[config.mk]
export PLATFORM = sky130hd
export DESIGN_NAME = vga_sdram_writer
export DESIGN_NICKNAME = d
export VERILOG_FILES = /design/src/rtl/vga_sdram_writer.sv
export SDC_FILE = /design/constraint.sdc
export NUM_CORES = 1
export LEC_CHECK = 0
export ABC_AREA = 1
export BUFFER_PORTS_ARGS = -buffer_cell sky130_fd_sc_hd__buf_2
export CAP_MARGIN = 20
export CORE_MARGIN = 5
export CORE_UTILIZATION = 64
export CTS_CLUSTER_DIAMETER = 30
export CTS_CLUSTER_SIZE = 14
export DETAILED_ROUTE_END_ITERATION = 16
export GPL_TIMING_DRIVEN = 0
export PLACE_DENSITY = 0.83
export SLEW_MARGIN = 25
export SYNTH_ARGS = -nofsm -noshare
export SYNTH_HDL_FRONTEND = slang
export SYNTH_SLANG_ARGS = --single-unit
[constraint.sdc]
create_clock -name iclk_50 -period 6.99 [get_ports iclk_50]
set_input_delay 1.398 -clock iclk_50 [delete_from_list [all_inputs] [get_ports iclk_50]]
set_output_delay 1.398 -clock iclk_50 [all_outputs]
set_load 0.005 [all_outputs]
[src/rtl/vga_sdram_writer.sv]
// Framebuffer writer: packs a raster stream of 4-bit pixels into 128-bit words
// and issues one SDRAM write per word, with a pack stage and a pending-write stage.
module vga_sdram_writer #(
    parameter int PIXEL_SIZE      = 4,
    parameter int CACHE_LENGTH    = 32,
    parameter int WORDS_PER_FRAME = 9600
) (
    input  logic                               iclk_50,
    input  logic                               ireset_n,
    input  logic                               ipix_valid,
    input  logic [PIXEL_SIZE-1:0]              ipix_data,
    input  logic                               ipix_sof,
    output logic                               opix_ready,
    output logic                               owrite_req,
    output logic [21:0]                        owrite_address,
    output logic [PIXEL_SIZE*CACHE_LENGTH-1:0] owrite_data,
    input  logic                               iwrite_ack,
    output logic                               oframe_done,
    output logic                               odrop
);

    localparam int WORD_W = PIXEL_SIZE * CACHE_LENGTH;
    localparam int K_W    = $clog2(CACHE_LENGTH);

    localparam logic [21:0]    LAST_ADDR = 22'(WORDS_PER_FRAME - 1);
    localparam logic [K_W-1:0] K_LAST    = K_W'(CACHE_LENGTH - 1);
    localparam logic [K_W-1:0] K_ONE     = K_W'(1);

    logic [WORD_W-1:0] r_pack;
    logic [K_W-1:0]    r_k;
    logic              r_pack_full;
    logic [21:0]       r_word_cnt;
    logic              r_req;
    logic [21:0]       r_addr;
    logic [WORD_W-1:0] r_data;
    logic              r_ready;
    logic              r_frame_done;
    logic              r_drop;

    logic [WORD_W-1:0] w_pack_nxt;
    logic [K_W-1:0]    w_k_nxt;
    logic              w_pack_full_nxt;
    logic [21:0]       w_word_cnt_nxt;
    logic              w_req_nxt;
    logic [21:0]       w_addr_nxt;
    logic [WORD_W-1:0] w_data_nxt;
    logic              w_frame_done_nxt;
    logic              w_drop_nxt;

    logic              w_accept;
    logic              w_ack;
    logic              w_pend_free;
    logic              w_complete;
    logic [K_W-1:0]    w_idx;
    logic [WORD_W-1:0] w_pack_in;
    logic [21:0]       w_cnt_inc;

    // Decode the handshakes and build the pack word with the incoming pixel inserted.
    always_comb begin
        w_accept    = ipix_valid & r_ready;
        w_ack       = iwrite_ack & r_req;
        // A request acknowledged on this very edge still occupies the pending slot.
        w_pend_free = ~r_req;
        w_complete  = w_accept & ~ipix_sof & (r_k == K_LAST);
        w_idx       = ipix_sof ? {K_W{1'b0}} : r_k;
        w_pack_in   = ipix_sof ? {WORD_W{1'b0}} : r_pack;
        w_pack_in[int'(w_idx)*PIXEL_SIZE +: PIXEL_SIZE] = ipix_data;
        if (r_word_cnt == LAST_ADDR) begin
            w_cnt_inc = 22'd0;
        end else begin
            w_cnt_inc = r_word_cnt + 22'd1;
        end
    end

    // Next-state selection for the pack, pending-write and counter registers.
    always_comb begin
        w_pack_nxt       = r_pack;
        w_k_nxt          = r_k;
        w_pack_full_nxt  = r_pack_full;
        w_word_cnt_nxt   = r_word_cnt;
        w_req_nxt        = r_req;
        w_addr_nxt       = r_addr;
        w_data_nxt       = r_data;
        w_frame_done_nxt = 1'b0;
        w_drop_nxt       = 1'b0;

        if (w_ack) begin
            w_req_nxt        = 1'b0;
            w_frame_done_nxt = (r_addr == LAST_ADDR);
        end else begin
            w_req_nxt        = r_req;
        end

        if (r_pack_full && w_pend_free) begin
            w_data_nxt      = r_pack;
            w_addr_nxt      = r_word_cnt;
            w_req_nxt       = 1'b1;
            w_word_cnt_nxt  = w_cnt_inc;
            w_k_nxt         = {K_W{1'b0}};
            w_pack_full_nxt = 1'b0;
        end else if (w_accept) begin
            if (ipix_sof) begin
                w_pack_nxt     = w_pack_in;
                w_k_nxt        = K_ONE;
                w_word_cnt_nxt = 22'd0;
                w_drop_nxt     = (r_k != {K_W{1'b0}});
            end else if (w_complete && w_pend_free) begin
                w_pack_nxt     = w_pack_in;
                w_data_nxt     = w_pack_in;
                w_addr_nxt     = r_word_cnt;
                w_req_nxt      = 1'b1;
                w_word_cnt_nxt = w_cnt_inc;
                w_k_nxt        = {K_W{1'b0}};
            end else if (w_complete) begin
                w_pack_nxt      = w_pack_in;
                w_pack_full_nxt = 1'b1;
            end else begin
                w_pack_nxt = w_pack_in;
                w_k_nxt    = r_k + K_ONE;
            end
        end else begin
            w_pack_nxt = r_pack;
        end
    end

    // State and output registers with synchronous active-low reset.
    always_ff @(posedge iclk_50) begin
        if (!ireset_n) begin
            r_pack       <= {WORD_W{1'b0}};
            r_k          <= {K_W{1'b0}};
            r_pack_full  <= 1'b0;
            r_word_cnt   <= 22'd0;
            r_req        <= 1'b0;
            r_addr       <= 22'd0;
            r_data       <= {WORD_W{1'b0}};
            r_ready      <= 1'b0;
            r_frame_done <= 1'b0;
            r_drop       <= 1'b0;
        end else begin
            r_pack       <= w_pack_nxt;
            r_k          <= w_k_nxt;
            r_pack_full  <= w_pack_full_nxt;
            r_word_cnt   <= w_word_cnt_nxt;
            r_req        <= w_req_nxt;
            r_addr       <= w_addr_nxt;
            r_data       <= w_data_nxt;
            r_ready      <= ~w_pack_full_nxt;
            r_frame_done <= w_frame_done_nxt;
            r_drop       <= w_drop_nxt;
        end
    end

    assign opix_ready     = r_ready;
    assign owrite_req     = r_req;
    assign owrite_address = r_addr;
    assign owrite_data    = r_data;
    assign oframe_done    = r_frame_done;
    assign odrop          = r_drop;

endmodule
* After elaboration in Yosys (flattened, before gate mapping)
Cells that the tools add are included.
** Storage, ports and cells
- Bits in registers :: 310
- Word-level logic and storage cells :: 72
** Cells by class
- Add/subtract/negate cells :: 3
- Equality and inequality tests :: 5
- Shift-type cells :: 2
- Muxes and demuxes :: 29
- Bitwise gates (word level) :: 10
- Reductions and logical operators :: 13
** Operators by type and width (count)
- 128-bit two-way mux :: 5
- 22-bit two-way mux :: 9
- 128-bit bitwise mux :: 1
- 4-bit by 33-bit variable shift with 128-bit output, first input constant :: 1
- 4-bit by 33-bit variable part select with 128-bit output :: 1
- 22-bit by 14-bit == test with 1-bit output, second input constant :: 2
- 7-bit negation with 33-bit output :: 1
- 22-bit by 1-bit adder with 22-bit output, second input constant :: 1
- 5-bit two-way mux :: 4
- 1-bit two-way mux :: 10
- 2-bit AND reduction :: 4
- 1-bit NOT :: 6
- 5-bit by 1-bit adder with 5-bit output, second input constant :: 1
- 5-bit == test, second input constant :: 1
- 5-bit nonzero test :: 1
- 1-bit bitwise AND :: 4
- 2-bit nonzero test :: 2
- 4-bit OR reduction :: 1
- 3-bit by 2-bit inequality test with 1-bit output, second input constant :: 1
- 3-bit AND reduction :: 1
- 3-bit nonzero test :: 1
- 1-bit logical AND :: 2
- 2-bit by 1-bit inequality test with 1-bit output, second input constant :: 1
- 2-bit OR reduction :: 1

* Depth between registers and ports, before layout
Gate-level depths: netlist of the first run.
- Depth after elaboration :: 9
- Depth in mapped cells :: 18

* Least setup slack after synthesis of the first run
OpenSTA, ideal clock, no wires.
- Path type :: in2reg
- Start :: in ipix_sof
- End :: reg r_pack[98]
- Setup time :: 109 ps
- Arrival :: 3631 ps
- Data required time :: 6881 ps
- Setup slack :: 3250 ps
- Stages on the path :: 17
- Path buffers :: 5
- Path through :: buf_6 -> nor2_4 -> inv_2 -> buf_4 -> ha_1 -> nand2_2 -> nor2_1 -> ha_1 -> clkbuf_1 -> inv_1 -> clkbuf_1 -> nand3_1 -> buf_4 -> nand3_1 -> o211ai_1 -> nand2_1 -> inv_1
** Between the ends
- Longest elaborated chain between the ends :: 4
** Ends and longest elaborated chain
- start, declared :: line 12 : input logic ipix_sof,
- 5-bit two-way mux :: line 65 : w_idx = ipix_sof ? {K_W{1'b0}} : r_k;
- 7-bit negation with 33-bit output :: line 67 : w_pack_in[int'(w_idx)*PIXEL_SIZE +: PIXEL_SIZE] = ipix_data;
- 4-bit by 33-bit variable part select with 128-bit output / 4-bit by 33-bit variable shift with 128-bit output (equally long branches) :: line 67
- 128-bit bitwise mux (*) :: line 67
- end signal, assigned :: line 129 : r_pack <= {WORD_W{1'b0}};
- end signal, assigned :: line 140 : r_pack <= w_pack_nxt;
- end, declared :: line 29 : logic [WORD_W-1:0] r_pack;
Mark *: on every way between the ends. The rest lies on a longest branch, timed or not.
A chain may end at the register's enable or synchronous reset.

* Worst setup path after layout of the first run
- Start :: in ipix_sof
- End :: reg r_data[122] (netlist: owrite_data[122])
** Between the ends
- Longest elaborated chain between the ends :: 8
** Ends and longest elaborated chain
- 5-bit two-way mux :: line 65
- 7-bit negation with 33-bit output :: line 67
- 4-bit by 33-bit variable part select with 128-bit output / 4-bit by 33-bit variable shift with 128-bit output (equally long branches) :: line 67
- 128-bit bitwise mux :: line 67
- 128-bit two-way mux :: line 107 : end else if (w_complete && w_pend_free) begin
- 128-bit two-way mux :: line 102 : if (ipix_sof) begin
- 128-bit two-way mux :: line 101 : end else if (w_accept) begin
- 128-bit two-way mux :: line 94 : if (r_pack_full && w_pend_free) begin
- end signal, assigned :: line 135 : r_data <= {WORD_W{1'b0}};
- end signal, assigned :: line 146 : r_data <= w_data_nxt;
- end, declared :: line 35 : logic [WORD_W-1:0] r_data;
Parallel ways exist; a longest one is shown, timed or not. The select of a mux whose other input is x is not followed.

==> results of run 1 <==
-- critical path, stage by stage --
cell	delay, ps
buf_6	140
inv_4	100
buf_2	270
nand2_1	130
ha_1	220
nand2_2	110
nor2_1	60
ha_1	260
clkbuf_1	200
inv_1	110
clkbuf_1	500
clkbuf_1	480
nand4_1	370
nand3_1	180
nand2_1	70
inv_1	50
-- through the flow --
| stage | cell area, um^2 | instances | hold slack, ps | total power, mW |
|---|---|---|---|---|
| 6_report | 19200 | 3042 | 485 | 5.13 |
| 5_1_grt | 19200 | 3042 | 526 | 5.26 |
| 4_1_cts | 19200 | 3042 | 485 | 5.11 |
| 3_5_place_dp | 17200 | 2931 | 473 | 2.22 |
| 3_3_place_gp | 17200 | 2931 | 460 | 2.20 |
| 2_1_floorplan | 16000 | 2446 | 457 | 2.12 |
-- sequential cells by signal, summed over array words and instances (netlist names) --
signal	count
owrite_data	128
r_pack	128
owrite_address	22
r_word_cnt	22
r_k	5
odrop	1
oframe_done	1
opix_ready	1
owrite_req	1
r_pack_full	1
-- cell usage after synthesis, types with 6 or more instances --
cell type  instances
buf_4              9
o21bai_1          13
dfxtp_1          310
clkbuf_1          94
inv_1            435
nor2_1           173
nand3_2            8
o21ai_0          150
o221ai_1          12
o211ai_1          24
nand4_1           46
a21oi_1          251
ha_1               6
o21ai_1           20
nor2_4             6
buf_1             13
buf_2             35
xor2_1             9
nor3_1            22
nand3_1          357
inv_2              8
nand2_1          405
-- area by class of cell --
type	count	area share, %
Clock inverter	42	2.69
Buffer	153	3.47
Timing Repair Buffer	161	4.19
Multi-Input combinational cell	1535	38.5
Inverter	448	8.76
Tap cell	324	2.11
Clock buffer	69	8.03
Sequential cell	310	32.3
-- worst paths after layout --
check	endpoint	start
max	owrite_data[122]	ipix_sof
min	owrite_address[7]	owrite_address[7]
max reg2reg	owrite_data[122]	r_k[0]
min reg2reg	owrite_address[7]	owrite_address[7]
-- power breakdown --
| group | internal (mW) | switching, mW | total [mW] | leakage, nW |
|---|---|---|---|---|
| registers | 1.82 | 0.0230 | 1.84 | 2.52 |
| logic | 0.0960 | 0.270 | 0.366 | 6.03 |
| clock network | 1.92 | 1.00 | 2.93 | 0.970 |
-- cells by family after synthesis --
group	share of synthesized area, %
XOR/XNOR	0.494
adder cells (fa/ha/maj)	0.470
AO/OA/AOI/OAI	15.9
buffers and inverters	14.7
AND/OR/NAND/NOR	29.5
flip-flops	38.9
-- metal layers --
layer	wire [um]	global-route usage (%)	part of all wire [%]	vias to the layer above
li1	-	-	-	8357
met5	0	0	0	-
met2	26100	63.5	45	1372
met3	7410	9.40	13	296
met4	3500	20.4	6.0	0
met1	21600	50.1	37	8301
==> out/qor.csv, run 1 <==
metric,value,unit
vdd_drop_max,0.237,mV
slew_headroom,22.4,%
final_common_cell,inv_1,
wl,58.7,mm
fin_nets,2683,
die_y,168,um
worstSetupPathType,in -> reg,
grtUsageTotal,39.7,%
rsz0062_at_grt,false,
synth_nets,2461,
clk_pin_slew,50,ps
ys_seq_elements,310,
synth_top_area_cell,dfxtp_1,
grt_max_degree,16,
max_freq,0.240,GHz
wl_per_cell,19.3,um
drc,0,
row_count,57,
cts_root_buffer,clkbuf_16,
setup_viol,0,
cts_buffer_depth,3,
dp_slack,2400,ps
postLayoutCoreUtil,78.6,%
hold_violations,0,
required,7510,ps
final_cell_mix,"435 x inv_1, 405 x nand2_1, 357 x nand3_1",
ys_seq_area_share,38.9,%
antenna_found_initial,0,
overflow,0,
holdCritPathClass,reg -> reg,
yosysWarnings,0,
multi_input_area,7410,um^2
synthToLayoutAreaGrowth,20.5,%
grt_pass1_wl,91.1,mm
cts_resized,0,
avgViaCountPerCell,6.02,
die_w,168,um
synth_flop_cell,dfxtp_1,
fin_crit,4170,ps
start_util,65.3,%
synth-edff-count,0,
fillCellCount,1817,
power.density,267,nW/um^2
period_share,59.6,%
vias,18326,
path_max_fanout,10,
setup_tns,0,ps
drive_gt1_share,13.0,%
clock_latency,580,ps
whs_path_depth,2,
die_area,28200,um^2
synth_area_leaders,"dfxtp_1 39%, nand3_1 11%, inv_1 10%",
end_kind,register,
diodes,0,
synth_top_area_share,38.9,%
cts_tree,yes,
regArea,6210,um^2
fin_ws,2820,ps
reg2reg_slack,3390,ps
io_buffers,161,
grt_pass1_vias,17065,
maxCapViolations,0,
core-area,24500,um^2
gp_congestion,1.00,
outcome,completed,
syn_area,16000,um^2
io_pins,163,
cts_hold_buf,0,
numCtsBuffers,59,
cp.arrival,4690,ps
syn_inst,2446,
ant_nets,0,
firstDrtPassIters,7,
startpoint_type,input port,
post_cts_buffers,0,
dr.first_iter.drc_count,2607,
hpwlAfterDp,41.5,mm
finalMaxSlewViolations,0,
htreeDepth,2,
tightest_slew,1160,ps
fin_skew,18.9,ps
syn_avg_cell_area,6.53,um^2
rr_worst_depth,16,
synth_cell_types,40,
clkSinkCount,310,
power_leakage,9.52,nW
synthArstFlopShare,0,%
(Power assumes the default switching activity.)
==> inputs of run 2 (changes only) <==
Settings changed: ABC_AREA 1 to 0, CORE_UTILIZATION 64 to 53, PLACE_DENSITY 0.83 to 0.73.
Clock period 6.99 ns to 3.6 ns, I/O delays scaled along.
==> run 2 against run 1 <==
Effect of this change:
- synthesized area down 7.7%
- critical path depth up 1
- flip-flop and latch count unchanged
- synthesized cell count down 29%
- hold slack worse by 75 ps
- final area down 2.5%
- die area up 11%
- global-route usage down 1.5 points
- routed wire length up 6.1%
- core utilization down 11 points
- clock power up 110%
==> out/qor.csv, run 2 <==
metric,value,unit
vdd_drop_max,0.410,mV
final_common_cell,dfxtp_1,
synth_most_common_cell,dfxtp_1,
core-area,27600,um^2
postLayoutCoreUtil,67.9,%
wl,62.2,mm
period_share,99.2,%
antenna_found_initial,1,
row_count,61,
syn_area,14700,um^2
hold_violations,0,
fin_crit,3570,ps
synth_top_area_share,42.1,%
gp_congestion,1.03,
io_pins,163,
power,10.1,mW
required,4100,ps
cpPeakStageDelay,450,ps
synth_nets,1749,
cts_root_buffer,clkbuf_16,
tightest_slew,1190,ps
place_inst,2272,
hpwlAfterDp,44.5,mm
grtUsageTotal,38.2,%
end_kind,register,
slew_headroom,20.8,%
vias,16590,
overflow,0,
io_buffers,160,
drc,0,
critPathBufInv,8,
htreeDepth,2,
drive_gt1_share,21.0,%
fin_skew,20.1,ps
diodes,0,
grt_max_degree,20,
power_leakage,6.64,nW
cts_buffer_depth,3,
outcome,completed,
numCtsBuffers,61,
start_util,53.3,%
die_w,177,um
worstSetupPathType,in -> reg,
firstDrtPassIters,7,
synthArstFlopShare,0,%
final_area,18700,um^2
clock_latency,600,ps
holdCritPathClass,in -> reg,
startpoint_type,input port,
clk_pin_slew,50,ps
fillCellCount,2311,
maxCapViolations,0,
final_cell_mix,"310 x dfxtp_1, 206 x nand3_1, 196 x nand2_1",
syn_avg_cell_area,8.49,um^2
finalMaxSlewViolations,0,
synth_flop_cell,dfxtp_1,
dr.first_iter.drc_count,2243,
power.density,537,nW/um^2
die_area,31200,um^2
cp_common_cell,buf_6,
grt_pass1_wl,92.9,mm
die_y,177,um
wl_per_cell,25.9,um
path_max_fanout,10,
cp.arrival,4080,ps
critPathSlowestCell,or3_1,
syn_inst,1734,
avgViaCountPerCell,6.91,
crit_chain,"buf_8, buf_6, buf_6, inv_4, buf_12, clkbuf_8, nand2_4, ha_4, buf_6, o21a_1, ha_4, nand2b_1, clkbuf_8, a211oi_4, nand4_1, or3_1, a21oi_1",
ys_top_cells_by_count,"310 x dfxtp_1, 209 x nand3_1, 197 x nand2_1, 109 x clkbuf_1, 93 x a31oi_1",
rsz0062_at_grt,true,
synth-edff-count,0,
synth_top_area_cell,dfxtp_1,
clkSinkCount,310,
ys_seq_elements,310,
stdcell_count,2400,
dpl_cell_area,16200,um^2
crit_family,buffers and inverters,
synth_cell_types,87,
cts_tree,yes,
yosysWarnings,0,
synth_area_leaders,"dfxtp_1 42%, nand3_1 7.1%, nand2_1 5.0%",
fin_nets,1985,
ys_seq_area_share,42.1,%
hold_ws,410,ps
ant_nets,0,
setup_viol,0,
max_freq,0.280,GHz
grt_pass1_vias,15520,
synthToLayoutAreaGrowth,27.3,%
## run 2: kinds of logic (layout without fill, tap and decap cells)
kind of cell / Yosys count / after routing / share of synthesized area, %
fa+ha+maj: 6 / 6 / 0.510
compound gates: 528 / 528 / 25.6
buf+inv: 178 / 466 / 5.13
mux: 17 / 17 / 1.20
flops: 310 / 310 / 42.1
simple gates: 686 / 686 / 24.9
xor+xnor: 9 / 9 / 0.535
## run 2: final timing paths
check,from,endpoint,slack (ps),cells after the start
setup / recovery,ipix_sof,r_pack[35],30,17
setup reg to reg,r_k[0],r_pack[35],60,13
hold / removal,iwrite_ack,owrite_req,410,3
hold reg to reg,r_pack[2],owrite_data[2],470,1
## run 2: routing by layer
| metal | global-route usage [%] | part of all wire, % | vias up | routed length (um) |
|---|---|---|---|---|
| met1 | 50.0 | 38 | 7804 | 23900 |
| met4 | 22.1 | 6.8 | 2 | 4240 |
| met2 | 57.6 | 42 | 1304 | 26400 |
| li1 | - | - | 7191 | - |
| met5 | 1.28 | 0.021 | - | 13 |
| met3 | 9.42 | 12 | 289 | 7670 |
## run 2: layout make-up
type	instances	area, um^2	share of cell area (%)
multi-input combinational	1246	8060	43.0
sequential	310	6210	33.1
clock buffer	72	1650	8.80
timing repair buffer	178	936	4.99
buffer	151	723	3.86
clock inverter	43	614	3.28
tap	378	473	2.52
inverter	22	85.1	0.454
## run 2: metrics by stage
step                      setup TNS [ps]  worst slack (ps)
after global placement           -230310             -1270
after global routing               -66.3             -33.8
after floorplan                    -2980              -224
after detailed placement         -226030             -1260
final                                  0              27.6
after CTS                          -6.40             -6.40
## run 2: tightest hold or removal path, stage by stage
cell and delay [ps]:
buf_2 80, nand2b_1 90, a21oi_1 60
## run 2: power breakdown
group,leakage [nW],switching (mW),total [mW],internal [mW]
Clock,1.09,2.02,6.17,4.15
Sequential,2.50,0.00506,3.45,3.44
Combinational,3.06,0.351,0.441,0.0895
## run 2: timing repair
action	4_1_cts	5_1_grt
pin swaps	8	2
hold buffers	0	0
buffers inserted	12	6
cloned	0	0
resized for setup	26	22
endpoints found under the hold margin	0	0
endpoints found under the setup margin	256	171
==> inputs of run 3 (changes only) <==
Settings changed: BUFFER_PORTS_ARGS -buffer_cell sky130_fd_sc_hd__buf_2 to default, CORE_UTILIZATION 53 to 69, DONT_BUFFER_PORTS from default to 1, PLACE_DENSITY 0.73 to 0.82.
Clock period 3.6 ns to 4.6 ns, I/O delays scaled along.
==> run 3 against run 2 <==
Effect of this change:
- clock power down 34%
- sequential share of layout area up 3.1 points
- routed wire length up 3.6%
- critical path depth unchanged
- via count up 2.3%
- sequential power down 22%
- register-to-register slack better by 570 ps
==> out/qor.csv, run 3 (synthesis results as in run 2) <==
metric,value,unit
outcome,completed,
finalMaxSlewViolations,0,
final_cell_mix,"310 x dfxtp_1, 207 x nand3_1, 197 x nand2_1",
row_count,53,
drive_gt1_share,11.7,%
max_freq,0.219,GHz
io_pins,163,
start_util,70.1,%
htreeDepth,2,
synthToLayoutAreaGrowth,16.5,%
firstDrtPassIters,10,
wl,64.5,mm
dr.first_iter.drc_count,3785,
hpwlAfterDp,42.5,mm
ant_nets,0,
cts_tree,yes,
drc,0,
slew_headroom,24.4,%
grtUsageTotal,51.0,%
vias,16973,
cts_root_buffer,clkbuf_16,
grt_pass1_wl,96.4,mm
power,7.11,mW
path_max_fanout,19,
maxCapViolations,0,
fin_skew,20.7,ps
vdd_drop_max,0.397,mV
overflow,0,
reg2reg_to,owrite_data[82],
tightest_slew,1130,ps
dp_slack,-1580,ps
regArea,6210,um^2
core-area,21000,um^2
clock_latency,590,ps
antenna_found_initial,0,
multi_input_area,7920,um^2
required,5060,ps
period_share,99.1,%
numCtsBuffers,53,
gp_congestion,1.05,
final_common_cell,dfxtp_1,
clk_pin_slew,60,ps
clkSinkCount,310,
dpl_cell_area,15100,um^2
cp.arrival,5020,ps
final_area,17200,um^2
worstSetupPathType,in -> reg,
grt_pass1_vias,16318,
fin_nets,1808,
rr_worst_depth,9,
power.density,414,nW/um^2
hold_violations,0,
fin_crit,4560,ps
diodes,0,
avgViaCountPerCell,8.03,
critPathCapture,r_pack[44],
die_area,24400,um^2
startpoint_type,input port,
io_buffers,0,
power_leakage,5.48,nW
r2r-start,r_k[2],
whs_path_depth,1,
die_w,156,um
die_y,156,um
fin_ws,42.2,ps
end_kind,register,
fillCellCount,1194,
crit_start,ipix_sof,
holdCritPathClass,reg -> reg,
setup_viol,0,
cts_buffer_depth,3,
wl_per_cell,30.5,um
grt_max_degree,20,
reg2reg_slack,630,ps
==> run 3: cell types whose count changed in the layout (fill, tap and decap cells not counted), moves of 6 or more <==
cell       before  now
buf_2         187   29
buf_4          23   14
clkbuf_16      62   53
bufinv_16      12    6
o21ai_2         6    0
==> run 3: power breakdown <==
part | internal, mW | switching [mW] | leakage [nW]
logic | 0.0589 | 0.272 | 2.10
clock network | 2.55 | 1.53 | 0.880
registers | 2.69 | 0.00406 | 2.50
total | 5.30 | 1.80 | 5.48
==> run 3: final cells by class <==
type	instances	share of cell area, %
repair buffers	9	0.394
clock buffers	62	8.16
clock inverters	38	2.68
inverters	22	0.503
flip-flops and latches	310	36.2
well taps	275	2.01
multi-input cells	1246	46.1
plain buffers	151	3.94
==> run 3: metrics by stage <==
step / hold WS, ps / util [%] / setup TNS, ps / std cells
5_1_grt: 490 / 81.6 / -9.06 / 2113
4_1_cts: 465 / 81.2 / 0 / 2111
3_5_place_dp: 461 / 71.7 / -254130 / 2009
2_1_floorplan: 431 / - / 0 / 1734
6_report: 470 / 81.6 / 0 / 2113
3_3_place_gp: 443 / 71.7 / -271530 / 2009
==> run 3: worst min path at each step <==
stage / from / end
2_1_floorplan: r_pack[16] / owrite_data[16]
3_3_place_gp: r_pack[1] / owrite_data[1]
3_5_place_dp: r_pack[79] / owrite_data[79]
4_1_cts: r_pack[2] / owrite_data[2]
5_1_grt: r_pack[71] / r_pack[71]
6_report: r_pack[2] / owrite_data[2]
==> run 3: what timing repair did <==
| action | CTS | global route |
|---|---|---|
| setup buffers | 6 | 3 |
| resized for setup | 23 | 15 |
| hold buffers | 0 | 0 |
| endpoints found under the setup margin | 247 | 136 |
| pin swaps | 3 | 3 |
| endpoints found under the hold margin | 0 | 0 |
==> run 3: per-layer routing <==
| layer | wire (um) | vias up | track usage [%] |
|---|---|---|---|
| met5 | 0 | - | 0 |
| met4 | 6550 | 0 | 37.3 |
| met3 | 11000 | 599 | 20.7 |
| met2 | 26300 | 1861 | 74.2 |
| met1 | 20700 | 7704 | 60.7 |
| li1 | - | 6809 | - |
==> run 3: worst max-delay path: stages <==
cell        delay (ps)
buf_6              120
buf_6              150
clkbuf_4           220
clkinvlp_4         190
buf_6              270
clkbuf_4           270
nand2_1             70
ha_1               280
buf_4              210
o21a_1             130
ha_1               290
nand2b_1            50
clkbuf_2           270
or4_4              590
nor3_4             400
o21ai_1            240
a22o_1             320
